[src/rtl/min_max_pkg.sv]
// Shared encodings for the min/max/peak LED bar: command modes and peak FSM states.
package min_max_pkg;
  localparam int COM_W = 3;

  typedef enum logic [COM_W-1:0] {
    COM_NORMAL = 3'b000,
    COM_LINEAR = 3'b001,
    COM_OFF    = 3'b010,
    COM_ON     = 3'b011,
    COM_PEAK   = 3'b100
  } com_e;

  typedef enum logic {
    ST_HOLD  = 1'b0,
    ST_DECAY = 1'b1
  } peak_st_e;
endpackage

[src/rtl/min_max_blink.sv]
// Free-running blink generator: osc toggles each time the half-period counter wraps.
module min_max_blink #(
  parameter int BLINK_HALF = 4
) (
  input  logic clk_i,
  input  logic rst_ni,
  output logic osc,
  output logic wrap
);
  localparam int CW = (BLINK_HALF > 1) ? $clog2(BLINK_HALF) : 1;

  logic [CW-1:0] cnt;

  assign wrap = (cnt == CW'(BLINK_HALF - 1));

  always_ff @(posedge clk_i or negedge rst_ni) begin
    if (!rst_ni) begin
      cnt <= '0;
      osc <= 1'b0;
    end else if (wrap) begin
      cnt <= '0;
      osc <= ~osc;
    end else begin
      cnt <= cnt + CW'(1);
    end
  end
endmodule

[src/rtl/min_max_peak.sv]
// LED bar display of a value between min and max, with blink fill and peak-hold/decay marker.
module min_max_peak
  import min_max_pkg::*;
#(
  parameter int VALSIZE     = 4,
  parameter int BLINK_HALF  = 4,
  parameter int HOLD_CYCLES = 8
) (
  input  logic                  clk_i,
  input  logic                  rst_ni,
  input  logic [2:0]            com_i,
  input  logic                  valid_i,
  input  logic [VALSIZE-1:0]    min_i,
  input  logic [VALSIZE-1:0]    max_i,
  input  logic [VALSIZE-1:0]    val_i,
  output logic [2**VALSIZE-1:0] leds_o,
  output logic                  err_o
);
  localparam int W  = 2**VALSIZE;
  localparam int HW = (HOLD_CYCLES > 1) ? $clog2(HOLD_CYCLES) : 1;

  logic [2:0]         com_q;
  logic [VALSIZE-1:0] min_q, max_q, val_q;
  logic [VALSIZE-1:0] peak, peak_next, flr;
  logic [HW-1:0]      hold_cnt, hold_next;
  peak_st_e           st, st_next;
  logic               osc, wrap, osc_next;
  logic               err_now, in_range;
  logic [W-1:0]       bar, lin, pk, leds_d;

  min_max_blink #(.BLINK_HALF(BLINK_HALF)) u_blink (
    .clk_i  (clk_i),
    .rst_ni (rst_ni),
    .osc    (osc),
    .wrap   (wrap)
  );

  // The pattern is registered on the same edge osc advances, so use its next value.
  assign osc_next = osc ^ wrap;
  assign err_now  = (min_q > max_q);
  assign in_range = (min_q <= val_q) && (val_q <= max_q);
  assign flr      = (val_q > min_q) ? val_q : min_q;

  always_comb begin
    peak_next = peak;
    st_next   = st;
    hold_next = hold_cnt;
    if (com_q != COM_PEAK) begin
      peak_next = val_q;
      st_next   = ST_HOLD;
      hold_next = '0;
    end else if (!err_now) begin
      if (in_range && (val_q > peak)) begin
        peak_next = val_q;
        st_next   = ST_HOLD;
        hold_next = '0;
      end else begin
        case (st)
          ST_HOLD:
            if (hold_cnt == HW'(HOLD_CYCLES - 1)) begin
              st_next   = ST_DECAY;
              hold_next = '0;
            end else begin
              hold_next = hold_cnt + HW'(1);
            end
          ST_DECAY:
            // flr >= min, so stopping here keeps the decrement from going below min or wrapping.
            if (peak <= flr) begin
              st_next   = ST_HOLD;
              hold_next = '0;
            end else begin
              peak_next = peak - VALSIZE'(1);
            end
          default: st_next = ST_HOLD;
        endcase
      end
    end
  end

  always_comb begin
    bar = '0;
    lin = '0;
    pk  = '0;
    for (int i = 0; i < W; i++) begin
      lin[i] = (i <= int'(val_q));
      if (in_range) begin
        if (i >= int'(min_q) && i <= int'(val_q)) bar[i] = 1'b1;
        else if (i > int'(val_q) && i <= int'(max_q)) bar[i] = osc_next;
      end
    end
    pk[peak_next] = 1'b1;
    case (com_q)
      COM_NORMAL: leds_d = err_now ? '0 : bar;
      COM_LINEAR: leds_d = lin;
      COM_ON:     leds_d = '1;
      COM_PEAK:   leds_d = err_now ? '0 : (bar | pk);
      default:    leds_d = '0;
    endcase
  end

  always_ff @(posedge clk_i or negedge rst_ni) begin
    if (!rst_ni) begin
      com_q    <= 3'b000;
      min_q    <= '0;
      max_q    <= '0;
      val_q    <= '0;
      peak     <= '0;
      st       <= ST_HOLD;
      hold_cnt <= '0;
      leds_o   <= '0;
      err_o    <= 1'b0;
    end else begin
      if (valid_i) begin
        com_q <= com_i;
        min_q <= min_i;
        max_q <= max_i;
        val_q <= val_i;
      end
      peak     <= peak_next;
      st       <= st_next;
      hold_cnt <= hold_next;
      leds_o   <= leds_d;
      err_o    <= err_now;
    end
  end
endmodule
[config.mk]
export PLATFORM = sky130hd
export DESIGN_NAME = min_max_peak
export DESIGN_NICKNAME = d
export VERILOG_FILES = /design/src/rtl/min_max_pkg.sv /design/src/rtl/min_max_blink.sv /design/src/rtl/min_max_peak.sv
export SDC_FILE = /design/constraint.sdc
export NUM_CORES = 1
export LEC_CHECK = 0
export BUFFER_PORTS_ARGS = -buffer_cell sky130_fd_sc_hd__buf_2
export CAP_MARGIN = 20
export CORE_MARGIN = 2
export CORE_UTILIZATION = 55
export CTS_CLUSTER_SIZE = 20
export DETAILED_ROUTE_END_ITERATION = 16
export GPL_ROUTABILITY_DRIVEN = 0
export PLACE_DENSITY = 0.88
export SLEW_MARGIN = 25
export SYNTH_ARGS = -nofsm -noshare
export SYNTH_HDL_FRONTEND = slang
export SYNTH_HIERARCHICAL = 1
export SYNTH_SLANG_ARGS = --single-unit
[constraint.sdc]
create_clock -name clk_i -period 4.7 [get_ports clk_i]
set_input_delay 0.235 -clock clk_i [delete_from_list [all_inputs] [get_ports clk_i]]
set_output_delay 0.235 -clock clk_i [all_outputs]
set_load 0.02 [all_outputs]
# == Word level (Yosys, flattened, before mapping) ==
# Index checks and enable logic that the tools add are counted.
# totals
reg_bits,43
# op_classes
eq_ne,8
n_reduce_logical,34
n_addsub,3
order_cmp,68
bitwise,4
n_mux,71
# op_table
op,n
$le A4 B4 Y1 const A,16
$pmux W16 S4,1
$mux W1,53
$gt A4 B4 Y1 const A,8
$le A3 B4 Y1 const A,8
$logic_and A1 B1 Y1,32
$mux W16,2
$ge A4 B4 Y1 const A,7
$mux W4,6
$ge A3 B4 Y1 const A,4
$gt A3 B4 Y1 const A,4
$le A2 B4 Y1 const A,4
$or A16 B16 Y16,1
$mux W3,5
$gt A4 B4 Y1,3
$le A4 B4 Y1,3
$ge A1 B4 Y1 const A,2
$ge A2 B4 Y1 const A,2
$gt A2 B4 Y1 const A,2
$le A1 B4 Y1 const A,2
$eq A3 B3 Y1 const B,2
$pmux W3 S2,1
$lt A4 B5 Y1 const B,1
$demux W1 S4,1
17 further kinds,18

# == Depth between registers and ports, before layout ==
# depth
depth_word,15
depth_mapped,19
ltp_nobuf,17

# == Hierarchy ==
# The synthesis kept the hierarchy.
# by_module_without_submodules
mod,cells_per_inst,instances,area_each_um2
min_max_peak,327,1,2855.2
min_max_blink,7,1,112.6

# == Worst setup path before layout ==
# Ideal clock, no wire load.
# synth_timing
path_kind,register to register
startpoint,register val_q[0]
endpoint,register leds_o[11]
synth_period_minus_slack_ps,3700
path_buffers,2
path_stages_with_launch,18
required_ps,4596
setup_slack_ps,1000
arrival_ps,3596
setup_time_ps,104
cell_sequence,dfrtp_1 -> clkbuf_1 -> inv_1 -> ha_1 -> inv_1 -> a21oi_1 -> o21a_1 -> nor2b_1 -> clkbuf_1 -> a21oi_1 -> ha_1 -> nor2b_1 -> o211ai_1 -> a21oi_2 -> mux2i_1 -> mux2i_1 -> or4_1 -> o311ai_1
# synth_between
elab_chain_len,15
word_cells_on_any_way,29
cone_classes,9 x order compare; 14 x mux; 1 x bitwise; 5 x reduce/logical
# synth_lines
element,line_no,source
from (decl),min_max_peak.sv:23,"logic [VALSIZE-1:0] min_q, max_q, val_q;"
from (signal assigned),min_max_peak.sv:117,val_q <= val_i;
$gt A4 B4 Y1,min_max_peak.sv:42,assign flr = (val_q > min_q) ? val_q : min_q;
$mux W4,min_max_peak.sv:42,
$le A4 B4 Y1,min_max_peak.sv:68,if (peak <= flr) begin
$mux W4,min_max_peak.sv:68,
$mux W4,min_max_peak.sv:58,case (st)
$mux W4,min_max_peak.sv:53,if (in_range && (val_q > peak)) begin
$mux W4,min_max_peak.sv:52,end else if (!err_now) begin
$mux W4,min_max_peak.sv:48,if (com_q != COM_PEAK) begin
$lt A4 B5 Y1 (not written as such) / $ge A4 B1 Y1 (equally long branches),min_max_peak.sv:91,pk[peak_next] = 1'b1;
$logic_and A1 B1 Y1 (not written as such),min_max_peak.sv:91,
$mux W1 (not written as such),min_max_peak.sv:91,
$demux W1 S4,min_max_peak.sv:91,
$or A16 B16 Y16,min_max_peak.sv:96,COM_PEAK: leds_d = err_now ? '0 : (bar | pk);
$mux W16,min_max_peak.sv:96,
$pmux W16 S4 (*),min_max_peak.sv:92,case (com_q)
via leds_d[11],min_max_peak.sv:29,"logic [W-1:0] bar, lin, pk, leds_d;"
to (signal assigned),min_max_peak.sv:122,leds_o <= leds_d;
to (decl),min_max_peak.sv:16,"output logic [2**VALSIZE-1:0] leds_o,"
# Mark *: on every way through the listed nets, which the timed path passes. The rest lies on a longest branch.
# A chain may end at the register's enable or synchronous reset.

# == Worst setup path after layout ==
# layout_timing
startpoint,register min_q[3]
endpoint,register leds_o[11]
# layout_between
elab_chain_len,15
word_cells_on_any_way,25
cone_classes,7 x order compare; 13 x mux; 1 x bitwise; 4 x reduce/logical
# layout_lines
element,line_no,source
from (decl),min_max_peak.sv:23,
from (signal assigned),min_max_peak.sv:115,min_q <= min_i;
$gt A4 B4 Y1,min_max_peak.sv:42,
$mux W4,min_max_peak.sv:42,
$le A4 B4 Y1,min_max_peak.sv:68,
$mux W4,min_max_peak.sv:68,
$mux W4,min_max_peak.sv:58,
$mux W4,min_max_peak.sv:53,
$mux W4,min_max_peak.sv:52,
$mux W4,min_max_peak.sv:48,
$lt A4 B5 Y1 (not written as such) / $ge A4 B1 Y1 (equally long branches),min_max_peak.sv:91,
$logic_and A1 B1 Y1 (not written as such),min_max_peak.sv:91,
$mux W1 (not written as such),min_max_peak.sv:91,
$demux W1 S4,min_max_peak.sv:91,
$or A16 B16 Y16,min_max_peak.sv:96,
$mux W16,min_max_peak.sv:96,
$pmux W16 S4 (*),min_max_peak.sv:92,
via leds_d[11],min_max_peak.sv:29,
# Marked as above.

==> results.sh <==
export IMPL_power_density_mw_per_mm2=327
export IMPL_cts_root_buf="sky130_fd_sc_hd__clkbuf_8"
export IMPL_slew_at_the_pin_with_the_worst_max_slew_slack_ns=0.815
export IMPL_totalWireLength_um=7020
export IMPL_io_pin_count=35
export IMPL_wl_per_cell_um=16.2
export IMPL_syn_inst=334
export IMPL_timing_setup_critical_path_class="flop to flop"
export IMPL_worst_r2r_cell_count=14
export IMPL_design_final_nets=406
export IMPL_floorplan_rows=26
export IMPL_area_delta_synth_final_pct=11.0
export IMPL_clk_insertion_delay_late_ns=0.31
export IMPL_synthesized_net_count=377
export IMPL_routed_length_on_met2_um=3320
export IMPL_setup_viol=0
export IMPL_synth_main_ff_cell="sky130_fd_sc_hd__dfrtp_1"
export IMPL_drtIter0Drc=453
export IMPL_floorplan_die_area_mm2=0.00600
export IMPL_final_hold_violation_count=0
export IMPL_clock_tree_from_tritoncts="yes"
export IMPL_async_reset_ff_share_pct=100
export IMPL_whs_path_depth=3
export IMPL_design_power_total_mw=1.08
export IMPL_grt_max_degree=44
export IMPL_clk_pin_slew_ns=0.10
export IMPL_synth_sequential_area_ratio_pct=36.3
export IMPL_worst_path_max_delay_cell="sky130_fd_sc_hd__or4_1"
export IMPL_post_cts_resize_count=0
export IMPL_result_of_the_run="completed"
export IMPL_port_buffers=34
export IMPL_insertedDiodeCount=0
export IMPL_grt_pass1_vias=2625
export IMPL_grt_setup_unrepaired="false"
export IMPL_critical_path_depth=14
export IMPL_maxCapViolations=0
export IMPL_floorplan_die_height_um=77.5
export IMPL_layout_commonest_cell="sky130_fd_sc_hd__dfrtp_1"
export IMPL_synth_cell_area_mm2=0.00297
export IMPL_drv_slew=0
export IMPL_via_count=2761
export IMPL_cts_path_max_buffers=2
export IMPL_crit_buf_inv=1
export IMPL_final_antenna_net_count=0
export IMPL_worstPathCellList="inv_1, ha_1, nand2_1, o21a_1, nor2b_1, a21oi_1, ha_1, nor2b_1, o211ai_1, a21oi_2, mux2i_1, mux2i_1, or4_1, o311ai_1"
export IMPL_worst_ep_required_time_ns=4.91
export IMPL_period_needed_ns=4.21
export IMPL_finalCritPeriodShare_pct=89.7
export IMPL_critPathLaunchType="flop"
export IMPL_max_freq_mhz=237
export IMPL_initial_utilization_pct=57.4
export IMPL_ys_warn_count=6
export IMPL_detail_route_vias_per_cell=6.36
export IMPL_gr_total_overflow=0
export IMPL_drc_errors=0
export IMPL_finClkSkew_ns=0.0118
export IMPL_htree_num_levels=2
export IMPL_grt_pass1_wl_um=11900
export IMPL_drive_gt1_share_pct=19.2
export IMPL_vdd_ir_drop_max_mv=0.222
export IMPL_antenna_found_initial=0
export IMPL_route_layer_met1_wl_um=2940
export IMPL_place_hpwl_um=5140
export IMPL_hold_buffers=0
export IMPL_synth_cell_type_count=55
export IMPL_totalNegativeSetupSlack_ns=0
export IMPL_groute_usage_overall_pct=24.7
export IMPL_core_area_mm2=0.00517
export IMPL_layout_common_cells="sky130_fd_sc_hd__dfrtp_1 (43), sky130_fd_sc_hd__a21oi_1 (35), sky130_fd_sc_hd__buf_2 (33), sky130_fd_sc_hd__o21ai_0 (31), sky130_fd_sc_hd__nand2_1 (27)"
export IMPL_slew_headroom_pct=45.3
export IMPL_post_synth_edffs=0
export IMPL_yosys_reg_bits=43
export IMPL_die_width_um=77.5
export IMPL_clock_sink_count=43
export IMPL_worstPathMaxFanout=9
export IMPL_drt_pass1_iterations=6
export IMPL_met3_wire_len_um=504
export IMPL_cp_data_arrival_time_ns=4.42
export IMPL_holdCritPathClass="input pin to flop"
export IMPL_cts_made_buffers=5
export IMPL_crit_path_end_kind="flop"
export IMPL_timing_critical_path_max_delay_family="simple AND/OR/NAND/NOR gates"
export IMPL_slowest_delay_ns=0.65
export IMPL_static_leakage_power_nw=1.50
export IMPL_cts_setup_buffers=0
export IMPL_syn_area_per_cell_um2=8.89
export IMPL_highest_signal_layer="met4"
[flip-flops by register name, indices dropped and copies added, names as in the netlist]
signal / flops
peak: 4
max_q: 4
min_q: 4
st: 1
val_q: 4
err_o: 1
u_blink/cnt: 2
u_blink/osc: 1
hold_cnt: 3
com_q: 3
leds_o: 16
[final cells by class]
| type | count | area [um2] |
|---|---|---|
| sequential | 43 | 1080 |
| timing repair buffer | 39 | 213 |
| fill | 429 | 1880 |
| clock buffer | 5 | 68.8 |
| inverter | 19 | 71.3 |
| multi-input combinational | 255 | 1760 |
| tap | 70 | 87.6 |
| clock inverter | 3 | 23.8 |
[cells in the mapped netlist (3+ instances only)]
library cell	n	area [um2]
sky130_fd_sc_hd__a21o_1	4	30.0
sky130_fd_sc_hd__a21oi_1	35	175
sky130_fd_sc_hd__and2_1	3	18.8
sky130_fd_sc_hd__and3_1	3	18.8
sky130_fd_sc_hd__clkbuf_1	14	52.6
sky130_fd_sc_hd__dfrtp_1	43	1080
sky130_fd_sc_hd__ha_1	25	313
sky130_fd_sc_hd__inv_1	17	63.8
sky130_fd_sc_hd__mux2_2	11	124
sky130_fd_sc_hd__mux2i_1	3	30.0
sky130_fd_sc_hd__nand2_1	27	101
sky130_fd_sc_hd__nand2b_1	6	37.5
sky130_fd_sc_hd__nand3_1	5	25.0
sky130_fd_sc_hd__nand4_1	3	18.8
sky130_fd_sc_hd__nor2_1	23	86.3
sky130_fd_sc_hd__nor2b_1	4	25.0
sky130_fd_sc_hd__nor3_1	5	25.0
sky130_fd_sc_hd__o211ai_1	7	52.6
sky130_fd_sc_hd__o21ai_0	31	155
sky130_fd_sc_hd__o22ai_1	3	18.8
sky130_fd_sc_hd__o311ai_0	4	35.0
sky130_fd_sc_hd__o311ai_1	6	52.6
sky130_fd_sc_hd__o31ai_1	11	82.6
sky130_fd_sc_hd__xnor2_1	3	26.3
[metrics by stage]
| step | cell area (um2) | utilization [%] | hold slack [ns] | setup WS [ns] | std cells |
|---|---|---|---|---|---|
| 3_3_place_gp | 3190 | 61.7 | 0.416 | 0.770 | 425 |
| 2_1_floorplan | 2970 | - | -0.0606 | 1.00 | 334 |
| 4_1_cts | 3280 | 63.5 | 0.0893 | 0.568 | 433 |
| 6_report | 3300 | 63.7 | 0.120 | 0.486 | 434 |
| 5_1_grt | 3300 | 63.7 | 0.139 | 0.161 | 434 |
| 3_5_place_dp | 3190 | 61.7 | 0.428 | 0.608 | 425 |
[worst reg2reg max path, delay by kind of cell, from the launching register on]
family                     cells  cell delay (ns)
and+or+nand+nor                4             1.23
AOI/OAI and AO/OA              5             1.08
adders and majority gates      2             0.68
DFF                            1             0.52
muxes                          2             0.43
buffers and inverters          1             0.21
[worst paths after layout]
path,startpoint,end,slack (ns)
max in group asynchronous,rst_ni,st,3.90
hold / removal,max_i[3],max_q[3],0.12
min in group asynchronous,rst_ni,com_q[1],0.43
hold reg to reg,u_blink/cnt[0],u_blink/cnt[0],0.46
setup reg to reg,min_q[3],leds_o[11],0.49
setup / recovery,min_q[3],leds_o[11],0.49
[report_power, final]
group | leakage, nW | internal (mW) | total (mW) | switching [mW]
logic | 0.920 | 0.143 | 0.383 | 0.240
clock network | 0.0408 | 0.106 | 0.246 | 0.140
registers | 0.542 | 0.409 | 0.450 | 0.0413
[cells by family (layout without fill, tap and decap cells)]
family / Yosys count / after routing / share of synthesized area, %
adder cells (fa/ha/maj): 25 / 25 / 10.5
multiplexers: 15 / 15 / 5.69
AO/OA/AOI/OAI: 121 / 121 / 26.7
AND/OR/NAND/NOR: 90 / 90 / 15.0
XOR/XNOR: 4 / 4 / 1.18
flip-flops: 43 / 43 / 36.3
buffers and inverters: 36 / 66 / 4.60
[metal layers]
metal | up-vias | global-route usage, %
li1 | 1302 | -
met1 | 1279 | 31.6
met2 | 150 | 40.7
met3 | 30 | 3.84
met4 | 0 | 12.3
met5 | - | 0
Power figures use the tool's default switching activity.
